`src/rtl/hh_step_controller.sv`:
```
// Hodgkin-Huxley time-step sequencer: owns V, strobes the current
// units, waits for them to settle, then integrates net current into V.
module hh_step_controller #(
    parameter logic signed [15:0] V_REST        = -16'sd650,
    parameter logic signed [15:0] SPIKE_THRESH  = 16'sd0,
    parameter int unsigned        SETTLE_CYCLES = 3,
    parameter int unsigned        DT_SHIFT      = 4
) (
    input  logic               clk,
    input  logic               rst,
    input  logic               start,
    input  logic [15:0]        step_count,
    input  logic signed [15:0] I_ext,
    input  logic signed [15:0] I_Na,
    input  logic signed [15:0] I_K,
    input  logic signed [15:0] I_L,
    output logic signed [15:0] V,
    output logic               dt,
    output logic               busy,
    output logic               done,
    output logic               spike,
    output logic [7:0]         spike_count
);

    typedef enum logic [2:0] {
        ST_IDLE,
        ST_DT,
        ST_SETTLE,
        ST_INTEG,
        ST_DONE
    } state_t;

    state_t             state;
    logic [15:0]        remaining;
    logic [3:0]         settle_cnt;
    logic signed [17:0] net;
    logic signed [17:0] dv;
    logic signed [17:0] sum;
    logic signed [15:0] v_next;
    logic [15:0]        rem_dec;
    logic               crossing;

    localparam logic [3:0] SETTLE_LOAD = 4'(SETTLE_CYCLES - 1);

    // Net current, scaled step and saturated candidate for the next V
    always_comb begin
        net = 18'(I_ext) - 18'(I_Na) - 18'(I_K) - 18'(I_L);
        dv  = net >>> DT_SHIFT;
        sum = 18'(V) + dv;
        if (sum > 18'sd32767) begin
            v_next = 16'sh7fff;
        end else if (sum < -18'sd32768) begin
            v_next = 16'sh8000;
        end else begin
            v_next = sum[15:0];
        end
        crossing = (V < SPIKE_THRESH) && (v_next >= SPIKE_THRESH);
        rem_dec  = remaining - 16'd1;
    end

    assign dt   = (state == ST_DT);
    assign busy = (state != ST_IDLE);
    assign done = (state == ST_DONE);

    // Step sequencer, membrane register and spike bookkeeping
    always_ff @(posedge clk or posedge rst) begin
        if (rst) begin
            state       <= ST_IDLE;
            V           <= V_REST;
            remaining   <= 16'd0;
            settle_cnt  <= 4'd0;
            spike       <= 1'b0;
            spike_count <= 8'd0;
        end else begin
            spike <= 1'b0;
            unique case (state)
                ST_IDLE: begin
                    if (start) begin
                        remaining   <= step_count;
                        spike_count <= 8'd0;
                        if (step_count == 16'd0) begin
                            state <= ST_DONE;
                        end else begin
                            state <= ST_DT;
                        end
                    end
                end
                ST_DT: begin
                    settle_cnt <= SETTLE_LOAD;
                    state      <= ST_SETTLE;
                end
                ST_SETTLE: begin
                    if (settle_cnt == 4'd0) begin
                        state <= ST_INTEG;
                    end else begin
                        settle_cnt <= settle_cnt - 4'd1;
                    end
                end
                ST_INTEG: begin
                    V         <= v_next;
                    remaining <= rem_dec;
                    if (crossing) begin
                        spike <= 1'b1;
                        if (spike_count != 8'd255) begin
                            spike_count <= spike_count + 8'd1;
                        end
                    end
                    if (rem_dec == 16'd0) begin
                        state <= ST_DONE;
                    end else begin
                        state <= ST_DT;
                    end
                end
                ST_DONE: begin
                    state <= ST_IDLE;
                end
                default: begin
                    state <= ST_IDLE;
                end
            endcase
        end
    end

endmodule

```
`config.mk`:
```
export PLATFORM = sky130hd
export DESIGN_NAME = hh_step_controller
export DESIGN_NICKNAME = d
export VERILOG_FILES = /design/src/rtl/hh_step_controller.sv
export SDC_FILE = /design/constraint.sdc
export NUM_CORES = 1
export LEC_CHECK = 0
export CORE_MARGIN = 8
export CORE_UTILIZATION = 58
export CTS_BUF_LIST = sky130_fd_sc_hd__clkbuf_4
export DETAILED_ROUTE_END_ITERATION = 10
export PLACE_DENSITY = 0.9
export SYNTH_ARGS = -nofsm -noshare
export SYNTH_HDL_FRONTEND = slang
export SYNTH_SLANG_ARGS = --single-unit
```
`constraint.sdc`:
```
create_clock -name clk -period 3.9 [get_ports clk]
set_input_delay 1.17 -clock clk [delete_from_list [all_inputs] [get_ports clk]]
set_output_delay 1.17 -clock clk [all_outputs]
set_load 0.02 [all_outputs]
```
## Word level (Yosys, flattened, before mapping)

Cells that the tools add are included.

- Add/sub/neg operators: 7
- Multipliers: 0
- Div/mod/pow operators: 0
- Magnitude comparators: 4
- Equality and inequality tests: 10
- Shift-type cells: 0
- Mux-type cells: 17
- Bitwise gates (word level): 0
- Reductions and logical operators: 12

Operator list:

| kind | count |
|---|---|
| 16-bit 2-to-1 mux | 3 |
| 16-bit logical NOT | 2 |
| 16-bit case mux with 2 select lines | 1 |
| 8-bit 2-to-1 mux | 3 |
| 17-bit by 16-bit subtractor with 18-bit output | 1 |
| 18-bit by 16-bit subtractor with 18-bit output | 1 |
| 16-bit by 14-bit adder with 17-bit output | 1 |
| 17-bit by 16-bit > comparator with 1-bit output, second input constant | 1 |
| 17-bit by 16-bit less-than comparator with 1-bit output, second input constant | 1 |
| 16-bit by 16-bit subtractor with 17-bit output | 1 |
| 16-bit by 1-bit greater-or-equal comparator with 1-bit output, second input constant | 1 |
| 16-bit by 1-bit less-than comparator with 1-bit output, second input constant | 1 |
| 8-bit case mux with 2 select lines | 1 |
| 16-bit by 1-bit subtractor with 16-bit output, second input constant | 1 |
| 3-bit 2-to-1 mux | 4 |
| 3-bit case mux with 4 select lines | 1 |
| 2-bit inequality test, second input constant | 5 |
| 8-bit by 1-bit adder with 8-bit output, second input constant | 1 |
| 8-bit inequality test, second input constant | 1 |
| 4-bit case mux with 2 select lines | 1 |
| 3-bit by 2-bit equality test with 1-bit output, second input constant | 2 |
| 2-bit AND reduction | 3 |
| 4-bit logical NOT | 1 |
| 4-bit 2-to-1 mux | 1 |
| 9 further kinds | 11 |

- Register bits: 48
- Latch bits: 0
- Bits in writable memories: 0
- Memory bits (read-only): 0
- Bits of input ports: 83
- Output and inout bits: 28
- Logic and storage cells: 56
- Memories kept: 0

## Logic depth before layout (Yosys ltp)

- Word-level depth: 11
- Gate-level depth with buffers: 23
- Gate-level depth less buffers: 21

## Least setup slack after synthesis

OpenSTA, ideal clock, no wires.

- Path kind: input port to flip-flop
- Start point: in I_Na[4]
- End point: reg V[0]
- Setup time: 138 ps
- Arrival time: 5,966 ps
- Data required time: 3,762 ps
- Setup slack: -2,204 ps
- Cell stages on the path: 20
- Buffers on the path: 1
- Cells stage by stage: inv_1 fa_1 inv_1 fa_1 inv_1 ha_1 or4_1 a21oi_1 o31a_1 o21ai_0 a2111oi_0 nor3_1 ha_1 buf_2 a21oi_1 o22ai_1 or4b_1 o2bb2ai_1 o21ai_0 o21ai_0

- Word-level cells in the longest chain between the ends: 7
- Elaborated cells on any way between the ends: 8
- Those cells by class: 4 x add/sub; 2 x order compare; 2 x mux

Ends and longest elaborated chain:

| item | RTL line | RTL |
|---|---|---|
| from (decl) | 14 | `input logic signed [15:0] I_Na,` |
| 16-bit by 16-bit subtractor with 17-bit output * | 47 | `net = 18'(I_ext) - 18'(I_Na) - 18'(I_K) - 18'(I_L);` |
| 17-bit by 16-bit subtractor with 18-bit output * | 47 |  |
| 18-bit by 16-bit subtractor with 18-bit output * | 47 |  |
| 16-bit by 14-bit adder with 17-bit output * | 49 | `sum = 18'(V) + dv;` |
| 17-bit by 16-bit less-than comparator with 1-bit output | 52 | `end else if (sum < -18'sd32768) begin` |
| 16-bit 2-to-1 mux | 52 |  |
| 16-bit 2-to-1 mux * | 50 | `if (sum > 18'sd32767) begin` |
| to (signal assigned) | 100 | `V <= v_next;` |
| to (decl) | 17 | `output logic signed [15:0] V,` |

Every way passes the cells marked *; elsewhere a longest branch is shown, timed or not.
A chain may end at the register's enable or synchronous reset.

## Worst setup path in the final report

- Start point: in I_K[5]
- End point: reg V[6]

- Word-level cells in the longest chain between the ends: 6
- Elaborated cells on any way between the ends: 7
- Those cells by class: 3 x add/sub; 2 x order compare; 2 x mux

Ends and longest elaborated chain:

| item | RTL line | RTL |
|---|---|---|
| from (decl) | 15 | `input logic signed [15:0] I_K,` |
| 17-bit by 16-bit subtractor with 18-bit output * | 47 |  |
| 18-bit by 16-bit subtractor with 18-bit output * | 47 |  |
| 16-bit by 14-bit adder with 17-bit output * | 49 |  |
| 17-bit by 16-bit less-than comparator with 1-bit output | 52 |  |
| 16-bit 2-to-1 mux | 52 |  |
| 16-bit 2-to-1 mux * | 50 |  |

Marks and branches as above.

==> metrics.md <==
| Metric | Value |
|---|---|
| Crit share post-route | 1.58 |
| RSZ-0062 raised after global routing | yes |
| Nets | 978 |
| Critical Path RT | 4.15 ns |
| Max-cap viol count | 0 |
| Clock Latency Late Sink | 0.41 ns |
| Clock Tree Buf Depth | 2 |
| Mapped Cells | 626 |
| Outcome | complete, but fails checks |
| Worst slack at placement | -2.63 ns |
| Worst slew pin tran | 1.03 ns |
| Largest net degree at the start of global routing | 49 |
| Hold EP | V[4]$_DFFE_PP1P_ |
| GRT Util Overall | 0.278 |
| WHS Path Cells | 2 |
| First-pass GRT wire length | 28600 um |
| Layout cells sized above 1 | 0.328 |
| Hold Path Origin | V[4]$_DFFE_PP1P_ |
| CP endpoint kind | register |
| Worst reg2reg path depth | 9 |
| R2R Path Start | remaining[1]$_DFFE_PP0P_ |
| CP startpoint kind | input pin |
| WL/cell | 24.8 um |
| Worst-path clk slew | 0.17 ns |
| CTS tree | yes |
| EDFF count, synth | 0 |
| CTS sink cnt | 48 |
| Port bufs | 110 |
| Post-CTS Hold Fix Bufs | 0 |
| Final WS setup | -2.28 ns |
| Row count | 34 |
| CTS Root Cell | clkbuf_4 |
| Clk_skew | 0.0381 ns |
| Die ar. | 0.0122 mm^2 |
| Post-DP HPWL | 12000 um |
| Vias in the first global route | 5842 |
| Synth area leaders | dfrtp_1 17%, fa_1 12%, ha_1 10% |
| Slew HR | 0.313 |
| Share of synthesized registers carrying an async set or reset | 1.00 |
| Critical Path AT | 6.42 ns |
| Gp weighted congestion | 0.931 |
| Commonest non-fill, non-tap cell in the layout | inv_1 |
| Top-area cell type share of the netlist area | 0.174 |
| Failing checks | setup timing |
| Area grow syn2layout | 51.4% |
| Largest stage delay, worst path | 0.54 ns |
| Share of the yosys chip area belonging to registers | 0.235 |
| H-tree Lvls | 2 |
| Clock buffer count from CTS | 5 |
| R2r endpoint | remaining[14]$_DFFE_PP0P_ |
| CORE AREA | 0.00868 mm^2 |
| Fmax | 162 MHz |
| Post-DRT Antenna Nets | 0 |
| Slowest cell on crit path | fa_1 |
| Final worst path period need | 6.18 ns |
| Mapped Nets | 783 |
| Worst Path Max Fanout | 7 |
| Tightest Hold Check Type | register to register |
| 1st-iter DRT viols | 879 |
| Post-synthesis register bit count | 48 |
| Vias per cell | 6.60 |
| Final hold violation count | 0 |
| Ports | 111 |
| Final setup viols | 25 |
| Synthesized area | 0.00518 mm^2 |
| Vias | 6149 |
| DRC | 0 |
| Syn Area/Cell | 8.28 um^2 |
| Initial antenna violation count | 0 |
| Crit path from | I_K[5] |
| Worst R2R Setup Slack | 0.81 ns |
| Total grt overflow | 0 |
| Most frequent cells in the layout | 86 x inv_1, 85 x buf_4, 76 x clkdlybuf4s50_1 |
| Crit-path most repeated cell | buf_4 |
| Crit path kind | input pin to register |
| Die H | 111 um |
| Unique cell type count in the Yosys netlist | 69 |
| Dominant synthesized flop cell | dfrtp_1 |
| Post-synth top area cell | dfrtp_1 |
| DRT Pass-1 Iters | 7 |
| Synth warn | 0 |
| Chip width | 111 um |
| WL final | 23100 um |
| Initial core utilization | 0.597 |
| Slew Limit Fails | 0 |
## cells by family after synthesis
logic type               count (synthesis)  share of synthesized area
buffers and inverters                  140                      0.105
flip-flops                              48                      0.235
XOR/XNOR                                35                     0.0592
AO/OA/AOI/OAI                          148                      0.191
AND/OR/NAND/NOR                        174                      0.171
multiplexers                             3                    0.00604
adder cells (fa/ha/maj)                 78                      0.233
## per-layer routing
layer	vias to the layer above	part of all wire	wire, um	track usage
met2	561	0.47	11000	0.508
met1	2880	0.33	7700	0.303
met5	-	0	0	0
li1	2509	-	-	-
met4	0	0.086	1990	0.121
met3	199	0.11	2490	0.0563
## timing repair
| action | 4_1_cts | 5_1_grt |
|---|---|---|
| cloned | 0 | 0 |
| endpoints found under the setup margin | 25 | 25 |
| setup buffers | 15 | 16 |
| pin swaps | 70 | 83 |
| gates resized for setup | 140 | 106 |
## cell usage after synthesis (all sizes together) (3+ instances only)
cell type    n
o21ai       43
nand2       56
a211oi       6
nor4        15
o22ai        3
ha          42
maj3         4
nand3       17
a21o        11
a221o        8
dfrtp       36
fa          32
a21oi       42
nor2b        4
xnor2       21
nand2b       3
dfstp       12
nor2        31
nor3        18
inv        118
buf          4
and3         5
and4         4
nand4        3
clkbuf      18
xor2        14
o21bai       5
and2         5
## flip-flops by register name, summed over array words and instances, names as in the netlist
| name | flops |
|---|---|
| V | 16 |
| remaining | 16 |
| spike_count | 8 |
| settle_cnt | 4 |
| state | 3 |
| spike | 1 |
## through the flow
step	instance area, um^2	util	instances	hold WS, ns	setup TNS [ns]
3_3_place_gp	6920	0.798	892	0.492	-60.25
6_report	7840	0.904	931	0.549	-47.30
4_1_cts	7330	0.845	915	0.495	-39.14
5_1_grt	7840	0.904	930	0.561	-49.11
2_1_floorplan	5240	-	626	0.505	-42.88
3_5_place_dp	6920	0.798	892	0.493	-63.01
## worst max-delay path: cells and delay by family
kind	cells	cell delay (ns)
buffers and inverters	13	1.53
XOR/XNOR	2	0.57
AND/OR/NAND/NOR	6	0.83
AO/OA/AOI/OAI	4	0.87
adder cells (fa/ha/maj)	4	1.41
## worst max path at each step
stage	end	cells past startpoint
6_report	V[6]$_DFFE_PP1P_	29
5_1_grt	V[6]$_DFFE_PP1P_	29
4_1_cts	spike_count[3]$_DFFE_PP0P_	22
3_5_place_dp	V[0]$_DFFE_PP0P_	20
3_3_place_gp	V[0]$_DFFE_PP0P_	20
2_1_floorplan	spike_count[6]$_DFFE_PP0P_	21
## layout make-up
type	instances	area, um^2
tap	108	135
timing repair buffer	210	1890
multi-input combinational	438	4100
inverter	118	450
clock buffer	5	37.5
sequential	48	1220
clock inverter	3	17.5
fill	353	835
antenna	1	2.50
Power is not shown: default switching activity piles up to over one toggle a cycle in this logic, so the estimate is an artifact.
